===== src/rtl/control_pkg.sv =====
// Shared encodings for the ARM-subset control unit: op/cmd fields, ALU and
// immediate selects, condition codes and the memory-wait FSM state.
package control_pkg;

    localparam logic [1:0] OP_DP    = 2'b00;
    localparam logic [1:0] OP_MEM   = 2'b01;
    localparam logic [1:0] OP_BR    = 2'b10;
    localparam logic [1:0] OP_UNDEF = 2'b11;

    localparam logic [3:0] CMD_AND = 4'b0000;
    localparam logic [3:0] CMD_SUB = 4'b0010;
    localparam logic [3:0] CMD_ADD = 4'b0100;
    localparam logic [3:0] CMD_CMP = 4'b1010;
    localparam logic [3:0] CMD_ORR = 4'b1100;

    localparam logic [1:0] ALU_ADD = 2'b00;
    localparam logic [1:0] ALU_SUB = 2'b01;
    localparam logic [1:0] ALU_AND = 2'b10;
    localparam logic [1:0] ALU_ORR = 2'b11;

    localparam logic [1:0] IMM_8   = 2'b00;
    localparam logic [1:0] IMM_12  = 2'b01;
    localparam logic [1:0] IMM_BR  = 2'b10;

    localparam logic [3:0] COND_EQ = 4'h0;
    localparam logic [3:0] COND_NE = 4'h1;
    localparam logic [3:0] COND_CS = 4'h2;
    localparam logic [3:0] COND_CC = 4'h3;
    localparam logic [3:0] COND_MI = 4'h4;
    localparam logic [3:0] COND_PL = 4'h5;
    localparam logic [3:0] COND_VS = 4'h6;
    localparam logic [3:0] COND_VC = 4'h7;
    localparam logic [3:0] COND_HI = 4'h8;
    localparam logic [3:0] COND_LS = 4'h9;
    localparam logic [3:0] COND_GE = 4'hA;
    localparam logic [3:0] COND_LT = 4'hB;
    localparam logic [3:0] COND_GT = 4'hC;
    localparam logic [3:0] COND_LE = 4'hD;
    localparam logic [3:0] COND_AL = 4'hE;

    typedef enum logic {
        ST_EXEC = 1'b0,
        ST_WAIT = 1'b1
    } state_e;

endpackage


===== src/rtl/cond_check.sv =====
// Condition-code evaluation: cond field against stored {N,Z,C,V}; purely
// combinational, zero latency.
module cond_check
    import control_pkg::*;
(
    input  logic [3:0] cond,
    input  logic [3:0] flags,
    output logic       cond_ex
);

    logic n, z, c, v;
    assign {n, z, c, v} = flags;

    always_comb begin
        cond_ex = 1'b0;
        case (cond)
            COND_EQ: cond_ex = z;
            COND_NE: cond_ex = ~z;
            COND_CS: cond_ex = c;
            COND_CC: cond_ex = ~c;
            COND_MI: cond_ex = n;
            COND_PL: cond_ex = ~n;
            COND_VS: cond_ex = v;
            COND_VC: cond_ex = ~v;
            COND_HI: cond_ex = c & ~z;
            COND_LS: cond_ex = ~c | z;
            COND_GE: cond_ex = (n == v);
            COND_LT: cond_ex = (n != v);
            COND_GT: cond_ex = ~z & (n == v);
            COND_LE: cond_ex = z | (n != v);
            COND_AL: cond_ex = 1'b1;
            default: cond_ex = 1'b0;
        endcase
    end

endmodule


===== src/rtl/control_unit.sv =====
// Decoder/sequencer for the single-cycle ARM-subset core: combinational strobes, NZCV register,
// PC stalled while a load/store waits on mem_ready; CTRL_MEM_TIMEOUT_EN adds a timeout abort.
module control_unit
    import control_pkg::*;
#(
    parameter int unsigned MEM_TIMEOUT = 16
) (
    input  logic       clk,
    input  logic       reset,
    input  logic [3:0] cond,
    input  logic [1:0] op,
    input  logic [5:0] funct,
    input  logic [3:0] rd,
    input  logic [3:0] alu_flags,
    input  logic       mem_ready,
    output logic       pc_en,
    output logic       pc_src,
    output logic       reg_write,
    output logic       mem_write,
    output logic       mem_to_reg,
    output logic       alu_src,
    output logic       mem_req,
    output logic [1:0] imm_src,
    output logic [1:0] reg_src,
    output logic [1:0] alu_control,
    output logic       undef,
    output logic       mem_err
);

    state_e     state_q, state_d;
    logic [3:0] flags_q, flags_d;
    logic       cond_ex;
    logic       dp_valid, dp_writes, is_ldr, is_str, is_br;
    logic       pc_en_c, pc_src_c, reg_write_c, mem_write_c, mem_req_c;

`ifdef CTRL_MEM_TIMEOUT_EN
    localparam logic [7:0] TMO_LAST = 8'(MEM_TIMEOUT - 1);
    logic [7:0] tmo_cnt_q, tmo_cnt_d;
    logic       mem_err_q, mem_err_d;
`endif

    cond_check u_cond_check (
        .cond    (cond),
        .flags   (flags_q),
        .cond_ex (cond_ex)
    );

    always_comb begin
        alu_src     = 1'b0;
        imm_src     = IMM_8;
        reg_src     = 2'b00;
        alu_control = ALU_ADD;
        mem_to_reg  = 1'b0;
        undef       = 1'b0;
        dp_valid    = 1'b0;
        dp_writes   = 1'b0;
        is_ldr      = 1'b0;
        is_str      = 1'b0;
        is_br       = 1'b0;
        case (op)
            OP_DP: begin
                alu_src   = funct[5];
                dp_valid  = 1'b1;
                dp_writes = 1'b1;
                case (funct[4:1])
                    CMD_ADD: alu_control = ALU_ADD;
                    CMD_SUB: alu_control = ALU_SUB;
                    CMD_AND: alu_control = ALU_AND;
                    CMD_ORR: alu_control = ALU_ORR;
                    CMD_CMP: begin
                        alu_control = ALU_SUB;
                        dp_writes   = 1'b0;
                    end
                    default: begin
                        dp_valid  = 1'b0;
                        dp_writes = 1'b0;
                        undef     = 1'b1;
                    end
                endcase
            end
            OP_MEM: begin
                alu_src     = 1'b1;
                imm_src     = IMM_12;
                alu_control = funct[3] ? ALU_ADD : ALU_SUB;
                is_ldr      = funct[0];
                is_str      = ~funct[0];
                mem_to_reg  = funct[0];
                reg_src[1]  = ~funct[0];
            end
            OP_BR: begin
                alu_src    = 1'b1;
                imm_src    = IMM_BR;
                reg_src[0] = 1'b1;
                is_br      = 1'b1;
            end
            default: undef = 1'b1;
        endcase
    end

    // A memory op owns the cycle from issue until mem_ready; the held
    // instruction keeps is_ldr/is_str valid throughout WAIT.
    always_comb begin
        state_d     = state_q;
        pc_en_c     = 1'b1;
        reg_write_c = cond_ex & dp_writes;
        mem_write_c = 1'b0;
        mem_req_c   = 1'b0;
`ifdef CTRL_MEM_TIMEOUT_EN
        tmo_cnt_d   = 8'd0;
        mem_err_d   = mem_err_q;
`endif
        if ((state_q == ST_WAIT) || (cond_ex && (is_ldr || is_str))) begin
            mem_req_c   = 1'b1;
            mem_write_c = is_str;
            pc_en_c     = mem_ready;
            reg_write_c = is_ldr & mem_ready;
            state_d     = mem_ready ? ST_EXEC : ST_WAIT;
`ifdef CTRL_MEM_TIMEOUT_EN
            if (!mem_ready) begin
                if ((state_q == ST_WAIT) && (tmo_cnt_q == TMO_LAST)) begin
                    mem_req_c   = 1'b0;
                    mem_write_c = 1'b0;
                    pc_en_c     = 1'b1;
                    mem_err_d   = 1'b1;
                    state_d     = ST_EXEC;
                end else begin
                    tmo_cnt_d = tmo_cnt_q + 8'd1;
                end
            end
`endif
        end
        pc_src_c = cond_ex & (is_br | (reg_write_c & (rd == 4'd15)));
    end

    // Logical ops only produce meaningful N and Z; C and V are preserved.
    always_comb begin
        flags_d = flags_q;
        if (cond_ex && dp_valid && funct[0] && pc_en_c) begin
            if ((alu_control == ALU_AND) || (alu_control == ALU_ORR)) begin
                flags_d[3:2] = alu_flags[3:2];
            end else begin
                flags_d = alu_flags;
            end
        end
    end

    always_ff @(posedge clk or negedge reset) begin
        if (!reset) begin
            state_q <= ST_EXEC;
            flags_q <= 4'b0000;
        end else begin
            state_q <= state_d;
            flags_q <= flags_d;
        end
    end

`ifdef CTRL_MEM_TIMEOUT_EN
    always_ff @(posedge clk or negedge reset) begin
        if (!reset) begin
            tmo_cnt_q <= 8'd0;
            mem_err_q <= 1'b0;
        end else begin
            tmo_cnt_q <= tmo_cnt_d;
            mem_err_q <= mem_err_d;
        end
    end
    assign mem_err = mem_err_q;
`else
    logic unused_timeout;
    assign unused_timeout = ^MEM_TIMEOUT;
    assign mem_err        = 1'b0;
`endif

    assign pc_en     = reset & pc_en_c;
    assign pc_src    = reset & pc_src_c;
    assign reg_write = reset & reg_write_c;
    assign mem_write = reset & mem_write_c;
    assign mem_req   = reset & mem_req_c;

endmodule


===== config.mk =====
export PLATFORM = sky130hd
export DESIGN_NAME = control_unit
export DESIGN_NICKNAME = d
export VERILOG_FILES = /design/src/rtl/control_pkg.sv /design/src/rtl/cond_check.sv /design/src/rtl/control_unit.sv
export SDC_FILE = /design/constraint.sdc
export NUM_CORES = 1
export LEC_CHECK = 0
export CAP_MARGIN = 5
export CORE_MARGIN = 1.5
export CORE_UTILIZATION = 49
export DETAILED_ROUTE_END_ITERATION = 10
export DONT_BUFFER_PORTS = 1
export PLACE_DENSITY_LB_ADDON = 0.12
export SLEW_MARGIN = 30
export SYNTH_ARGS = -nofsm -noshare
export SYNTH_HDL_FRONTEND = slang
export SYNTH_HIERARCHICAL = 1
export SYNTH_SLANG_ARGS = --single-unit
export TNS_END_PERCENT = 5

===== constraint.sdc =====
create_clock -name clk -period 9.7 [get_ports clk]
set_clock_uncertainty 0.05 [all_clocks]
set_input_delay 2.91 -clock clk [delete_from_list [all_inputs] [get_ports clk]]
set_output_delay 2.91 -clock clk [all_outputs]
set_load 0.01 [all_outputs]

# Yosys cells after proc, flatten, opt, wreduce, memory -nomap -nowiden
# Cells that the tools add are included.
# totals
reg_bits,5
out_inout_bits,15
elab_cells,83
# classes
eq_ne,25
mux,20
bitwise_logic,20
reduce_logical,15
# ops
op,count
4-bit equality test (second input constant),10
4-bit by 3-bit equality test with 1-bit output (second input constant),5
1-bit one-hot mux with 15 select lines,1
1-bit two-way mux,14
4-bit by 2-bit equality test with 1-bit output (second input constant),3
1-bit bitwise AND,11
4-bit zero test,2
2-bit one-hot mux with 2 select lines,2
2-bit equality test (second input constant),3
1-bit inverter,6
2-bit one-hot mux with 3 select lines,1
5-bit OR reduction,1
4-bit by 1-bit equality test with 1-bit output (second input constant),1
1-bit logical AND,4
1-bit one-hot mux with 2 select lines,2
2-bit OR reduction,2
4-bit OR reduction,1
1-bit logical OR,3
1-bit OR,3
2-bit by 1-bit equality test with 1-bit output (second input constant),1
2-bit zero test,1
2-bit AND reduction,1
1-bit equality test,1
1-bit != test,1

# Logic depth before layout (Yosys ltp)
# depth
ltp_word,10
mapped_depth,8
mapped_depth_nobuf,7

# Cells and area by module
# Netlist, hierarchy kept.
# modules_own_cells
mod,instances,cells_each,area_each_um2,seq_area_each_um2
control_unit,1,56,524.3,125.1
cond_check,1,28,193.9,0.0

# Least setup slack after synthesis
# OpenSTA, ideal clock, no wires.
# synth_path
path_kind,input port to output port
startpoint,input cond[3]
endpoint,output pc_src
arrival_ns,4.372
slack_ns,2.368
stages,8
path_buffers,1
cell_sequence,buf_2 > or2b_1 > o31ai_1 > a211o_1 > a211o_1 > o211ai_1 > a21boi_1 > o31ai_1
# synth_via
elab_chain_len,9
elab_cells_between_ends,24
classes_between,14 x eq/ne; 2 x mux; 5 x bitwise; 3 x reduce/logical
# synth_lines
item,line,text
"start, declared",control_unit.sv:10,"input logic [3:0] cond,"
4-bit equality test (tied with other cells),cond_check.sv:16,case (cond)
1-bit one-hot mux with 15 select lines *,cond_check.sv:16,
via cond_ex,control_unit.sv:32,logic cond_ex;
1-bit logical AND,control_unit.sv:112,if ((state_q == ST_WAIT) || (cond_ex && (is_ldr || is_str))) begin
1-bit logical OR,control_unit.sv:112,
1-bit two-way mux,control_unit.sv:112,
1-bit bitwise AND,control_unit.sv:132,pc_src_c = cond_ex & (is_br | (reg_write_c & (rd == 4'd15)));
1-bit OR,control_unit.sv:132,
1-bit bitwise AND *,control_unit.sv:132,
1-bit bitwise AND *,control_unit.sv:175,assign pc_src = reset & pc_src_c;
"end, declared",control_unit.sv:17,"output logic pc_src,"
# Mark *: on every way through the listed nets, which the timed path passes. The rest lies on a longest branch.

# Worst setup path after layout
# layout_path
startpoint,input cond[2]
endpoint,output pc_src
# Same word-level chain as after synthesis.

==> results.cfg <==
[sta]
period_needed_ns = 7.39
rsz0062_at_grt = no
hold_viol = 0
setup_viol = 0
slew_violations = 0
finalCritPeriodShare_pct = 76.2
fin_setup_tns_ns = 0
clock.fmax_ghz = 0.135

[detailed_routing]
vias_per_cell = 6.07
wirelength_um = 1400
wire_per_inst_um = 14.6
num_vias = 583
drtPass1Iterations = 4
ant_nets = 0
drc = 0
drtIter0Drc = 5

[power_and_ir_drop]
power_density_mw_per_mm2 = 126
swShare_pct = 34.0
total_leakage_power_nw = 0.315
power_switching_mw = 0.0306
combPwrFrac_pct = 37.1
pwr-share-clk_pct = 26.1
p_int_mw = 0.0594
pwr-share-seq_pct = 36.8
vdd_ir_drop_max_v = 0.000111

[clock_network]
cts_hold_buf = 0
post_cts_buffers = 0
cts_buffer_depth = 2
path_clk_slew_ns = 0.04
cts_tree = yes
cts-root-buf = clkbuf_4
numCtsBuffers = 3
cts_resized = 0
cts_sinks = 5
clk_latency_ns = 0.24
cts_htree_levels = 1

[worst_setup_path]
rrSetupSlack_ns = 7.46
r2r-start = flags_q[3]
crit_path_end_kind = output port
crit_type = in -> out
worstPathRequired_ns = 6.74
timing.rr.end = flags_q[1]
critPathArrivalTime_ns = 4.43
cp_max_fo = 8
r2r.worst_path.cells = 7
start_kind = input pin

[logic_synthesis]
synth-compound-area-share_pct = 20.7
synth_edf_count = 0
ys_top_cells_by_area = dfrtp_1 17%, ha_1 8.7%, a21oi_1 4.9%
synth_top_cell_by_area = dfrtp_1
synth_common_cells = 7 x a21oi_1, 6 x nor2_1, 5 x dfrtp_1, 5 x ha_1
postSynthCellCount = 84
synth_ff_type = dfrtp_1
synth_adder_area_share_pct = 8.71
ys_seq_area_share_pct = 17.4
synth.area.mux_share_pct = 9.76
synth-simple-area-share_pct = 28.0
synth_top_family_by_area = simple AND/OR/NAND/NOR gates
synthesis.area_um2 = 718
synth_xor_xnor_area_share_pct = 5.75
yosys.area.top_type_share_pct = 17.4
yosys.cell_types.count = 42
async_flop_share_pct = 100
syn_area_per_cell_um2 = 8.55
synth-seq-cells = 5
yosys_warnings = 6
yosysMostFrequentCell = a21oi_1
syn-num-nets = 112

[final_layout]
finalNonFillerCells = 96
synthToLayoutAreaGrowth_pct = -0.697
diodes = 0
nets = 110
drive_gt1_share_pct = 16.0

[worst_hold_path]
min_path_type = reg -> reg
hp-start = flags_q[1]
min_to = flags_q[1]
hold_depth = 1

[die]
design.die.area_mm2 = 0.00170
die_x_um = 41.3
core_mm2 = 0.00133
ios = 38
start_util_pct = 53.8
core.rowCount = 13
die_y_um = 41.3

[grt]
grt_pass1_vias = 533
grt_start_max_net_pins = 11
grt-ovfl-total = 0
antenna_found_initial = 0
grt_usage_pct = 19.1
grt_pass1_wl_um = 2100

[job]
maxCapViolCount = 0

[status]
status = complete, no violations

[placement]
gp_congestion = 0.748
io_buffers = 0
dp_hpwl_um = 1150
dp_cells = 92
[layer usage]
| layer | vias up | track usage [%] | wire length, µm |
|---|---|---|---|
| met1 | 269 | 26.0 | 651 |
| li1 | 288 | - | - |
| met4 | 0 | 11.3 | 7 |
| met3 | 2 | 4.89 | 97 |
| met2 | 24 | 26.6 | 644 |
| met5 | - | 0 | 0 |
[layout by cell type (no fill, tap or decap), types with 3 or more instances in the layout]
cell | synthesis | final
and2_1 | 3 | 3
a21oi_1 | 7 | 7
nor2b_1 | 4 | 4
inv_1 | 4 | 4
nand2_1 | 3 | 3
dfrtp_1 | 5 | 5
nor2_1 | 6 | 6
ha_1 | 5 | 5
o211ai_1 | 3 | 3
clkbuf_4 | 0 | 3
[critical path, cell delays in order]
cell and delay, ns:
mux2_4 0.27, a21oi_1 0.17, o211ai_1 0.12, a211o_1 0.38
o211ai_1 0.19, a21boi_1 0.24, o31ai_1 0.15
[power by group through the flow]
stage	clock [mW]	combinational [mW]	sequential [mW]
6_report	0.0235	0.0334	0.0331
5_1_grt	0.0252	0.0374	0.0337
4_1_cts	0.0243	0.0332	0.0328
3_5_place_dp	0	0.0330	0.0332
3_3_place_gp	0	0.0326	0.0330
2_1_floorplan	0	0.0323	0.0314
[worst max path at each step]
stage / startpoint / to / slack, ns
2_1_floorplan: cond[3] / pc_src / 2.37
3_3_place_gp: cond[2] / pc_src / 2.36
3_5_place_dp: cond[2] / pc_src / 2.30
4_1_cts: cond[2] / pc_src / 2.29
5_1_grt: cond[2] / pc_src / 2.10
6_report: cond[2] / pc_src / 2.31
[registers in the layout, indices dropped and copies added, names as in the netlist]
register  cells
flags_q       4
state_q       1
[final cells by class]
cell class | count | area (µm²)
multi-input cells | 68 | 528
flip-flops and latches | 5 | 125
inverters | 4 | 15.0
fillers | 125 | 621
well taps | 15 | 18.8
clock buffers | 4 | 26.3
[cell families (layout without fill, tap and decap cells)]
logic type / after synthesis / in the layout
other: 1 / 1
muxes: 6 / 6
DFF: 5 / 5
and+or+nand+nor: 32 / 32
AOI/OAI and AO/OA: 21 / 21
adders and majority gates: 5 / 5
buffers and inverters: 11 / 8
xor gates and xnor gates: 3 / 3
[through the flow]
step / utilization [%] / setup WS, ns / hold slack [ns] / total power [mW] / instance area (µm²)
2_1_floorplan: - / 2.37 / 0.449 / 0.0637 / 718
3_3_place_gp: 51.5 / 2.36 / 0.466 / 0.0656 / 687
3_5_place_dp: 51.5 / 2.30 / 0.483 / 0.0661 / 687
4_1_cts: 53.5 / 2.29 / 0.492 / 0.0903 / 713
5_1_grt: 53.5 / 2.10 / 0.524 / 0.0963 / 713
6_report: 53.5 / 2.31 / 0.489 / 0.0900 / 713
Power figures use the tool's default switching activity.
